**src/rtl/strela_ctrl_pkg.sv**
```systemverilog
`default_nettype none
// ============================================================================
// strela_ctrl_pkg - state encoding and defaults for the STRELA exec controller
// Revision: 1.0
// ============================================================================
package strela_ctrl_pkg;

  typedef enum logic [1:0] {
    ST_IDLE     = 2'd0,
    ST_CLEAR    = 2'd1,
    ST_LOAD_CFG = 2'd2,
    ST_EXEC     = 2'd3
  } state_t;

  localparam int DEFAULT_CNT_W = 32;

endpackage
`default_nettype wire

```
**src/rtl/strela_sat_counter.sv**
```systemverilog
`default_nettype none
// ============================================================================
// strela_sat_counter - up counter with synchronous clear that sticks at all-ones
// Revision: 1.0
// ============================================================================
module strela_sat_counter #(
  parameter int WIDTH = 32
) (
  input  logic             clk,
  input  logic             rst_n,
  input  logic             clear,
  input  logic             enable,
  output logic [WIDTH-1:0] count
);

  always_ff @(posedge clk or negedge rst_n) begin
    if (!rst_n) begin
      count <= '0;
    end else if (clear) begin
      count <= '0;
    end else if (enable && (count != '1)) begin
      count <= count + WIDTH'(1);
    end
  end

endmodule
`default_nettype wire

```
**src/rtl/strela_exec_ctrl.sv**
```systemverilog
`default_nettype none
// ============================================================================
// strela_exec_ctrl - sequences CSR command pulses into CGRA load/exec/clear phases
// Revision: 1.0
// ============================================================================
module strela_exec_ctrl
  import strela_ctrl_pkg::*;
#(
  parameter int OUTPUT_NODES_NUM = 4,
  parameter int CLEAR_CYCLES     = 2,
  parameter int CNT_W            = DEFAULT_CNT_W
) (
  input  logic                        clk_i,
  input  logic                        rst_ni,
  input  logic                        load_configuration_i,
  input  logic                        start_execution_i,
  input  logic                        clear_cgra_config_i,
  input  logic                        clear_cgra_state_i,
  input  logic                        abort_i,
  input  logic [OUTPUT_NODES_NUM-1:0] out_active_i,
  input  logic                        cfg_done_i,
  input  logic [OUTPUT_NODES_NUM-1:0] out_done_i,
  input  logic                        stall_i,
  output logic                        cfg_start_o,
  output logic                        stream_start_o,
  output logic                        flush_o,
  output logic                        cgra_en_o,
  output logic                        cgra_clear_config_o,
  output logic                        cgra_clear_state_o,
  output logic                        busy_o,
  output logic                        done_config_o,
  output logic                        done_exec_o,
  output logic                        error_o,
  output logic                        irq_o,
  output logic [CNT_W-1:0]            cycle_count_load_config_o,
  output logic [CNT_W-1:0]            cycle_count_execute_o,
  output logic [CNT_W-1:0]            cycle_count_stall_o
);

  localparam int CLR_W = (CLEAR_CYCLES > 1) ? $clog2(CLEAR_CYCLES) : 1;
  localparam logic [CLR_W-1:0] CLR_LAST = CLR_W'(CLEAR_CYCLES - 1);

  state_t                      state;
  logic                        pending;
  logic [OUTPUT_NODES_NUM-1:0] mask;
  logic [OUTPUT_NODES_NUM-1:0] collected;
  logic [CLR_W-1:0]            clr_cnt;

  logic                        clear_req;
  logic                        any_req;
  logic                        pend_now;
  logic                        take_load;
  logic                        take_start;
  logic                        load_to_exec;
  logic [OUTPUT_NODES_NUM-1:0] done_vec;

  assign clear_req    = clear_cgra_config_i | clear_cgra_state_i;
  assign any_req      = clear_req | load_configuration_i | start_execution_i;
  // A start landing in the same cycle as cfg_done still counts as pending.
  assign pend_now     = pending | start_execution_i;
  assign take_load    = !abort_i && (state == ST_IDLE) && !clear_req && load_configuration_i;
  assign take_start   = !abort_i && (state == ST_IDLE) && !clear_req && !load_configuration_i
                        && start_execution_i;
  assign load_to_exec = !abort_i && (state == ST_LOAD_CFG) && cfg_done_i && pend_now;
  assign done_vec     = collected | (out_done_i & mask);

  always_ff @(posedge clk_i or negedge rst_ni) begin
    if (!rst_ni) begin
      state               <= ST_IDLE;
      pending             <= 1'b0;
      mask                <= '0;
      collected           <= '0;
      clr_cnt             <= '0;
      cfg_start_o         <= 1'b0;
      stream_start_o      <= 1'b0;
      flush_o             <= 1'b0;
      cgra_en_o           <= 1'b0;
      cgra_clear_config_o <= 1'b0;
      cgra_clear_state_o  <= 1'b0;
      busy_o              <= 1'b0;
      done_config_o       <= 1'b0;
      done_exec_o         <= 1'b0;
      error_o             <= 1'b0;
      irq_o               <= 1'b0;
    end else begin
      cfg_start_o    <= 1'b0;
      stream_start_o <= 1'b0;
      flush_o        <= 1'b0;
      irq_o          <= 1'b0;
      if (abort_i) begin
        state               <= ST_IDLE;
        busy_o              <= 1'b0;
        flush_o             <= 1'b1;
        cgra_en_o           <= 1'b0;
        cgra_clear_config_o <= 1'b0;
        cgra_clear_state_o  <= 1'b0;
        pending             <= 1'b0;
        done_config_o       <= 1'b0;
        done_exec_o         <= 1'b0;
        error_o             <= 1'b0;
      end else begin
        case (state)
          ST_IDLE: begin
            if (clear_req) begin
              state               <= ST_CLEAR;
              busy_o              <= 1'b1;
              clr_cnt             <= '0;
              cgra_clear_config_o <= clear_cgra_config_i;
              cgra_clear_state_o  <= clear_cgra_state_i;
              if (clear_cgra_config_i) done_config_o <= 1'b0;
              if (load_configuration_i || start_execution_i) error_o <= 1'b1;
            end else if (load_configuration_i) begin
              state         <= ST_LOAD_CFG;
              busy_o        <= 1'b1;
              cfg_start_o   <= 1'b1;
              done_config_o <= 1'b0;
              pending       <= 1'b0;
              if (start_execution_i) error_o <= 1'b1;
            end else if (start_execution_i) begin
              state          <= ST_EXEC;
              busy_o         <= 1'b1;
              mask           <= out_active_i;
              collected      <= '0;
              cgra_en_o      <= 1'b1;
              stream_start_o <= 1'b1;
              done_exec_o    <= 1'b0;
            end
          end

          ST_CLEAR: begin
            if (any_req) error_o <= 1'b1;
            if (clr_cnt == CLR_LAST) begin
              state               <= ST_IDLE;
              busy_o              <= 1'b0;
              cgra_clear_config_o <= 1'b0;
              cgra_clear_state_o  <= 1'b0;
            end else begin
              clr_cnt <= clr_cnt + CLR_W'(1);
            end
          end

          ST_LOAD_CFG: begin
            if (clear_req || load_configuration_i || (start_execution_i && pending)) begin
              error_o <= 1'b1;
            end
            if (start_execution_i && !pending) begin
              pending <= 1'b1;
              mask    <= out_active_i;
            end
            if (cfg_done_i) begin
              done_config_o <= 1'b1;
              irq_o         <= 1'b1;
              pending       <= 1'b0;
              if (pend_now) begin
                state          <= ST_EXEC;
                collected      <= '0;
                cgra_en_o      <= 1'b1;
                stream_start_o <= 1'b1;
                done_exec_o    <= 1'b0;
              end else begin
                state  <= ST_IDLE;
                busy_o <= 1'b0;
              end
            end
          end

          ST_EXEC: begin
            if (any_req) error_o <= 1'b1;
            if (done_vec == mask) begin
              state       <= ST_IDLE;
              busy_o      <= 1'b0;
              cgra_en_o   <= 1'b0;
              done_exec_o <= 1'b1;
              irq_o       <= 1'b1;
            end else begin
              collected <= done_vec;
            end
          end

          default: begin
            state  <= ST_IDLE;
            busy_o <= 1'b0;
          end
        endcase
      end
    end
  end

  // Counters freeze during an abort cycle and restart when their phase is entered.
  strela_sat_counter #(.WIDTH(CNT_W)) u_cnt_load (
    .clk    (clk_i),
    .rst_n  (rst_ni),
    .clear  (take_load),
    .enable (!abort_i && (state == ST_LOAD_CFG)),
    .count  (cycle_count_load_config_o)
  );

  strela_sat_counter #(.WIDTH(CNT_W)) u_cnt_exec (
    .clk    (clk_i),
    .rst_n  (rst_ni),
    .clear  (take_start || load_to_exec),
    .enable (!abort_i && (state == ST_EXEC)),
    .count  (cycle_count_execute_o)
  );

  strela_sat_counter #(.WIDTH(CNT_W)) u_cnt_stall (
    .clk    (clk_i),
    .rst_n  (rst_ni),
    .clear  (take_start || load_to_exec),
    .enable (!abort_i && (state == ST_EXEC) && stall_i),
    .count  (cycle_count_stall_o)
  );

endmodule
`default_nettype wire

```
**config.mk**
```make
export PLATFORM = sky130hd
export DESIGN_NAME = strela_exec_ctrl
export DESIGN_NICKNAME = d
export VERILOG_FILES = /design/src/rtl/strela_ctrl_pkg.sv /design/src/rtl/strela_sat_counter.sv /design/src/rtl/strela_exec_ctrl.sv
export SDC_FILE = /design/constraint.sdc
export NUM_CORES = 1
export LEC_CHECK = 0
export CORE_MARGIN = 2
export CORE_UTILIZATION = 48
export DETAILED_ROUTE_END_ITERATION = 7
export GPL_TIMING_DRIVEN = 0
export MAX_ROUTING_LAYER = met4
export PLACE_DENSITY_LB_ADDON = 0.15
export SLEW_MARGIN = 20
export SYNTH_ARGS = -nofsm -noshare
export SYNTH_HDL_FRONTEND = slang
export SYNTH_SLANG_ARGS = --single-unit
```
**constraint.sdc**
```tcl
create_clock -name clk_i -period 1.85 [get_ports clk_i]
set_input_delay 0.2775 -clock clk_i [delete_from_list [all_inputs] [get_ports clk_i]]
set_output_delay 0.2775 -clock clk_i [all_outputs]
set_load 0.01 [all_outputs]
```
==> impl_metrics.toml, run 1 <==
[synth]
syn_area_per_cell_sq_um = 9.36
synthTopCellsByArea = "sky130_fd_sc_hd__dfrtp_1 44%, sky130_fd_sc_hd__a21oi_1 4.6%, sky130_fd_sc_hd__nand3_1 3.6%"
cell_types_with_the_highest_counts_after_synthesis = "119 x sky130_fd_sc_hd__dfrtp_1, 62 x sky130_fd_sc_hd__a21oi_1, 54 x sky130_fd_sc_hd__nand2_1"
synth_seq_area_share = 0.444
syn_inst = 717
synth_cell_type_count = 70
synth.largest_area_cell = "sky130_fd_sc_hd__dfrtp_1"
synth_area_sq_um = 6710
top_area_cell_type_share_of_the_netlist_area = 0.444
synth.net_count = 737
ys.flop_type = "sky130_fd_sc_hd__dfrtp_1"
postSynth.asyncResetShare = 1.00
flops_latches_synth = 119
yosysMostFrequentCell = "sky130_fd_sc_hd__dfrtp_1"
synth.yosys.warnings = 0
synth_enable_flop_cells = 0

[sta]
final.setup.worst_slack_ns = -0.249
final-max-slew-violation-count = 0
hold_slack_ns = 0.332
period_minus_slack_ns = 2.10
final_hold_vio_count = 0
slew-limit-headroom = 0.652
grt_setup_unrepaired = "yes"
min_period_over_period = 1.13
report.final.setup_viol = 60
max_slew.worst_pin.slew_ns = 0.520
finalClockSkew_ns = 0.0122
max_freq_mhz = 476

[cts]
clock-sinks = 119
clk_path_buf_depth = 2
cts_buffers = 17
h-tree-depth = 4
cts_tree = "built"
cts_root_buf = "sky130_fd_sc_hd__clkbuf_16"
clock_pin_slew_on_the_worst_setup_and_hold_paths_ns = 0.06
clk_latency_ns = 0.43

[global_route]
gr-usage-all-layers = 0.306
maximum_number_of_pins_on_one_net_before_global_route_repair = 73
grt_pass1_wl_um = 34800
grt_pass1_vias = 6984
grt_remaining_overflow = 0
grt_antenna_before_repair = 0

[hold_path]
holdCritPathClass = "input pin to flip-flop"
hold_path.startpoint = "abort_i"
hold-path-cell-count = 1
worst_hold_path.endpoint = "flush_o"

[final_layout]
finish.instance_area_sq_um = 11200
fin_cells = 1220
final_net_count = 1047
syn_to_final_growth_pct = 67.6
num_antenna_cells = 0
post_route_cells_drive_above_1_share = 0.417

[worst_setup_path]
r2r_cells = 6
endpoint_of_the_lowest_slack_register_to_register_path = "u_cnt_load.count[17]"
setup.worst_path.start_class = "flip-flop"
crit_required_ns = 2.18
setup.reg_to_reg.worst_slack_ns = -0.25
maximum_fanout_encountered_on_the_critical_timing_path = 5
worst_setup_path_end_kind = "flip-flop"
timing.setup.critical_path_class = "flip-flop to flip-flop"
worst_ep_arrival_time_ns = 2.43
worst_r2r_startpoint = "u_cnt_load.count[5]"

[route]
first_pass_iters = 6
avgRoutedWirePerCell_um = 22.4
detailroute.via_count = 7990
wirelength_um = 27400
drt_iter0_drc = 942
drc = 0
route.detailed.vias_per_inst = 6.55
route.antenna.remaining_nets = 0

[place]
hpwlAfterDp_um = 13200
buffer_ports.inserted = 123
postPlaceCellArea_sq_um = 8260
place_worst_setup_slack_ns = -1.11
place.detailed.instances = 1021
placer_congestion_estimate = 0.901

[run_status]
result_of_the_run = "finished with violations"
failed_checks = "setup timing"

[floorplanning]
start_util = 0.487
row_count = 43
dieWidth_um = 122
die_area_sq_um = 14900
core-area_sq_um = 13800
ios = 124
chipHeight_um = 122

[power]
cellPowerDensity_nw_per_um2 = 812
p_leak_nw = 4.80
peak_vdd_ir_mv = 0.614

[job]
reported_max_cap_violation_count = 0
state kept, by name, indices dropped and copies added, names as in the netlist, 2 cells and up:
register / count
mask: 4
u_cnt_stall.count: 32
u_cnt_load.count: 32
u_cnt_exec.count: 32
collected: 4
state: 2
power by group:
part	internal (mW)	switching, mW	leakage, nW	total, mW
registers	2.88	0.291	1.56	3.17
logic	1.30	1.30	2.94	2.60
clock network	2.11	1.25	0.299	3.35
total	6.29	2.84	4.80	9.12
cell usage in the layout (no fill, tap or decap), drive strengths merged, types with 7 or more instances in the layout:
cell	synthesis	layout
clkinv	1	8
nor2	48	48
xnor2	24	24
nand3	48	48
or3	29	29
o31ai	16	16
a211oi	8	8
dlymetal6s2s	0	7
nand2	55	55
and4	14	14
buf	19	196
clkbuf	13	28
o41ai	7	7
dfrtp	119	119
inv	12	13
nor2b	7	7
o211ai	9	9
a21oi	62	62
and2	7	7
or4	18	18
mux2i	8	8
clkdlybuf4s50	0	107
nor4	15	15
and3	27	27
nor3	11	11
o21ai	35	35
nand4	31	31
metrics by stage:
step | util | setup TNS [ns] | power (mW)
final | 0.816 | -5.04 | 9.12
after global routing | 0.816 | -10.67 | 9.42
after CTS | 0.724 | -0.503 | 8.45
after detailed placement | 0.599 | -88.50 | 4.81
after global placement | 0.597 | -585.27 | 4.75
after floorplan | - | -0.169 | 4.08
how the worst max path moves through the flow:
stage | startpoint | cells past startpoint | endpoint | slack (ns)
2_1_floorplan | u_cnt_load.count[8] | 7 | u_cnt_load.count[7] | -0.07
3_3_place_gp | rst_ni | 1 | u_cnt_load.count[12] | -4.65
5_1_grt | u_cnt_stall.count[1] | 8 | u_cnt_stall.count[23] | -0.32
6_report | u_cnt_load.count[5] | 6 | u_cnt_load.count[17] | -0.25
3_5_place_dp | abort_i | 7 | u_cnt_load.count[8] | -1.11
4_1_cts | u_cnt_stall.count[1] | 8 | u_cnt_stall.count[9] | -0.06
critical path: stages, from the launching register on:
cell and delay, ns:
sky130_fd_sc_hd__dfrtp_1 0.43, sky130_fd_sc_hd__nand3_1 0.25, sky130_fd_sc_hd__nor4_4 0.42, sky130_fd_sc_hd__buf_4 0.24, sky130_fd_sc_hd__nand4_1 0.11, sky130_fd_sc_hd__or3_1 0.37, sky130_fd_sc_hd__a21oi_1 0.19
timing repair:
item / CTS / global route
resized for setup: 126 / 178
hold endpoints to repair: 47 / 0
cloned: 3 / 5
buffers inserted: 86 / 77
setup endpoints to repair: 104 / 99
pin swaps: 47 / 81
hold buffers: 1 / 0
area by class of cell:
type	instances	area (sq um)
buffer	27	277
clock buffer	22	484
clock inverter	10	100
fill	746	2530
inverter	13	51.3
multi-input combinational	553	4400
sequential	119	3030
tap	180	225
timing repair buffer	296	2670
layer usage:
metal | wire length (um) | vias up | GRT usage
met1 | 9980 | 3898 | 0.365
li1 | - | 3347 | -
met5 | 0 | - | -
met3 | 2460 | 167 | 0.0562
met4 | 1420 | 0 | 0.137
met2 | 13500 | 578 | 0.506
cells by family after synthesis:
| logic type | count (synthesis) | synth area share |
|---|---|---|
| xor gates and xnor gates | 29 | 0.0379 |
| adders and majority gates | 3 | 0.00560 |
| buffers and inverters | 45 | 0.0317 |
| AOI/OAI and AO/OA | 174 | 0.166 |
| muxes | 13 | 0.0203 |
| DFF | 119 | 0.444 |
| and+or+nand+nor | 334 | 0.295 |
Power figures use the tool's default switching activity.
==> run 2, diff against run 1 <==
--- a/config.mk
+++ b/config.mk
@@ -5,6 +5,7 @@
 export SDC_FILE = /design/constraint.sdc
 export NUM_CORES = 1
 export LEC_CHECK = 0
+export CAP_MARGIN = 20
 export CORE_MARGIN = 2
 export CORE_UTILIZATION = 48
 export DETAILED_ROUTE_END_ITERATION = 7
==> results of run 2 <==
No change in the layout: final DEF, timing and power equal those of run 1.
==> run 3, diff against run 2 <==
--- a/config.mk
+++ b/config.mk
@@ -5,13 +5,12 @@
 export SDC_FILE = /design/constraint.sdc
 export NUM_CORES = 1
 export LEC_CHECK = 0
-export CAP_MARGIN = 20
 export CORE_MARGIN = 2
 export CORE_UTILIZATION = 48
 export DETAILED_ROUTE_END_ITERATION = 7
 export GPL_TIMING_DRIVEN = 0
 export MAX_ROUTING_LAYER = met4
-export PLACE_DENSITY_LB_ADDON = 0.15
+export PLACE_DENSITY = 0.77
 export SLEW_MARGIN = 20
 export SYNTH_ARGS = -nofsm -noshare
 export SYNTH_HDL_FRONTEND = slang
==> impl_metrics.toml, run 3 (synthesis gave the netlist of run 1 again) <==
[final_layout]
reg.largest.list = "u_cnt_exec.count x32, u_cnt_load.count x32, u_cnt_stall.count x32"
multiInputGateArea_sq_um = 4380
area.sequential_sq_um = 3040
layout.cells.most_common = "sky130_fd_sc_hd__buf_4"
num_antenna_cells = 0
nFillCells = 747
post_route_cells_drive_above_1_share = 0.406
finish.instance_area_sq_um = 11100
layout.cells.most_common_list = "151 x sky130_fd_sc_hd__buf_4, 109 x sky130_fd_sc_hd__clkdlybuf4s50_1, 72 x sky130_fd_sc_hd__dfrtp_1, 49 x sky130_fd_sc_hd__nand2_1, 47 x sky130_fd_sc_hd__dfrtp_2"
fin_cells = 1206
syn_to_final_growth_pct = 65.7
final_net_count = 1034

[global_route]
global_route.usage.met1 = 0.373
grt_pass1_wl_um = 34900
grt.met2_usage = 0.484
maximum_number_of_pins_on_one_net_before_global_route_repair = 63
gr-usage-all-layers = 0.306
grt_pass1_vias = 6972
grt_busiest_layer = "met2"
grt_util_met3 = 0.0632
grt_remaining_overflow = 0
grt_antenna_before_repair = 0

[power]
peak_vdd_ir_mv = 0.884
total_power_mw = 9.18
p_leak_nw = 4.66
cellPowerDensity_nw_per_um2 = 826

[route]
route.antenna.remaining_nets = 0
drc = 0
wirelength_um = 27700
detailroute.via_count = 8044
drt_iter0_drc = 1079
avgRoutedWirePerCell_um = 23.0
first_pass_iters = 6
route.detailed.vias_per_inst = 6.67

[place]
placer_congestion_estimate = 0.945
place.detailed.instances = 1021
hpwlAfterDp_um = 13000
postPlaceCellArea_sq_um = 8260
buffer_ports.inserted = 123

[worst_setup_path]
slowest_stage = "sky130_fd_sc_hd__dfrtp_1"
critical-path-max-stage-delay_ns = 0.44
timing.setup.critical_path_class = "flip-flop to flip-flop"
critical_path.cell_chain = "nand4_1, nor4_4, and3_4, buf_8, clkbuf_16, o21ai_1, a21oi_1"
worst_setup_path_end_kind = "flip-flop"
setup.worst_path.start_class = "flip-flop"
setup.reg_to_reg.worst_slack_ns = -0.30
maximum_fanout_encountered_on_the_critical_timing_path = 8
r2r_cells = 7
endpoint_of_the_lowest_slack_register_to_register_path = "u_cnt_load.count[29]"
crit_required_ns = 2.15
worst_ep_arrival_time_ns = 2.46
worst_r2r_startpoint = "u_cnt_load.count[26]"

[run_status]
failed_checks = "setup timing"
result_of_the_run = "finished with violations"

[floorplanning]
chipHeight_um = 122
row_count = 43
ios = 124
dieWidth_um = 122
core-area_sq_um = 13800
die_area_sq_um = 14900
start_util = 0.487

[cts]
h-tree-depth = 4
clock-sinks = 119
cts_buffers = 17
cts_tree = "built"
clk_path_buf_depth = 2
cts_root_buf = "sky130_fd_sc_hd__clkbuf_16"
clock_pin_slew_on_the_worst_setup_and_hold_paths_ns = 0.06
clk_latency_ns = 0.44

[job]
reported_max_cap_violation_count = 0

[sta]
final.setup.worst_slack_ns = -0.301
final-max-slew-violation-count = 0
final_hold_vio_count = 0
max_slew.worst_pin.slew_ns = 0.588
report.final.setup_viol = 64
max_freq_mhz = 465
grt_setup_unrepaired = "yes"
finalClockSkew_ns = 0.00629
period_minus_slack_ns = 2.15
min_period_over_period = 1.16
slew-limit-headroom = 0.604

[hold_path]
worst_hold_path.endpoint = "cgra_clear_config_o"
holdCritPathClass = "input pin to flip-flop"
hold-path-cell-count = 3
hold_path.startpoint = "clear_cgra_config_i"
run 3: changes by cell type in the layout (fill, tap and decap cells not counted), moves of 4 or more:
cell                       change
sky130_fd_sc_hd__dfrtp_1       -5
sky130_fd_sc_hd__buf_4         -9
sky130_fd_sc_hd__clkinv_2      -5
sky130_fd_sc_hd__a21oi_1       +4
sky130_fd_sc_hd__dfrtp_2       +5
sky130_fd_sc_hd__a211oi_1      +4
run 3: critical path, delay by kind of cell, from the launching register on:
kind,cells,cell delay (ns)
buffers and inverters,2,0.29
and+or+nand+nor,3,0.87
DFF,1,0.44
AOI/OAI and AO/OA,2,0.40
run 3: layer usage:
| layer | up-vias | wire, um |
|---|---|---|
| li1 | 3337 | - |
| met1 | 3863 | 9980 |
| met2 | 665 | 13500 |
| met3 | 179 | 2620 |
| met4 | 0 | 1660 |
| met5 | - | 0 |
run 3: cell type report:
cell class / count / share of cell area
Sequential cell: 119 / 0.273
Clock inverter: 8 / 0.0108
Buffer: 27 / 0.0256
Multi-Input combinational cell: 553 / 0.394
Timing Repair Buffer: 283 / 0.228
Tap cell: 180 / 0.0203
Clock buffer: 23 / 0.0439
Inverter: 13 / 0.00473
run 3: what timing repair did:
item	CTS	global route
buffers inserted	83	71
gates resized for setup	120	176
hold buffers	1	0
pin swaps	38	85
endpoints found under the hold margin	57	0
setup endpoints to repair	101	102
cloned	2	3
run 3: metrics by stage:
stage	hold WS (ns)	setup slack, ns	TNS, ns	util
CTS	0.284	-0.0447	-0.271	0.718
floorplan	-0.0181	-0.0682	-0.169	-
detailed placement	0.289	-1.07	-85.85	0.599
finish	0.203	-0.301	-4.86	0.807
global placement	0.466	-4.54	-571.48	0.597
global route	0.247	-0.431	-9.04	0.807
run 3: how the worst max path moves through the flow:
stage,from,to,depth (start not counted)
finish,u_cnt_load.count[26],u_cnt_load.count[29],7
global route,u_cnt_load.count[8],u_cnt_load.count[29],6
CTS,state[0],u_cnt_load.count[23],7
detailed placement,abort_i,u_cnt_load.count[8],7
global placement,rst_ni,u_cnt_stall.count[20],1
floorplan,u_cnt_load.count[8],u_cnt_load.count[7],7
run 3: power breakdown:
| part | switching, mW | internal (mW) |
|---|---|---|
| sequential | 0.278 | 2.88 |
| clock | 1.24 | 2.24 |
| combinational | 1.28 | 1.25 |
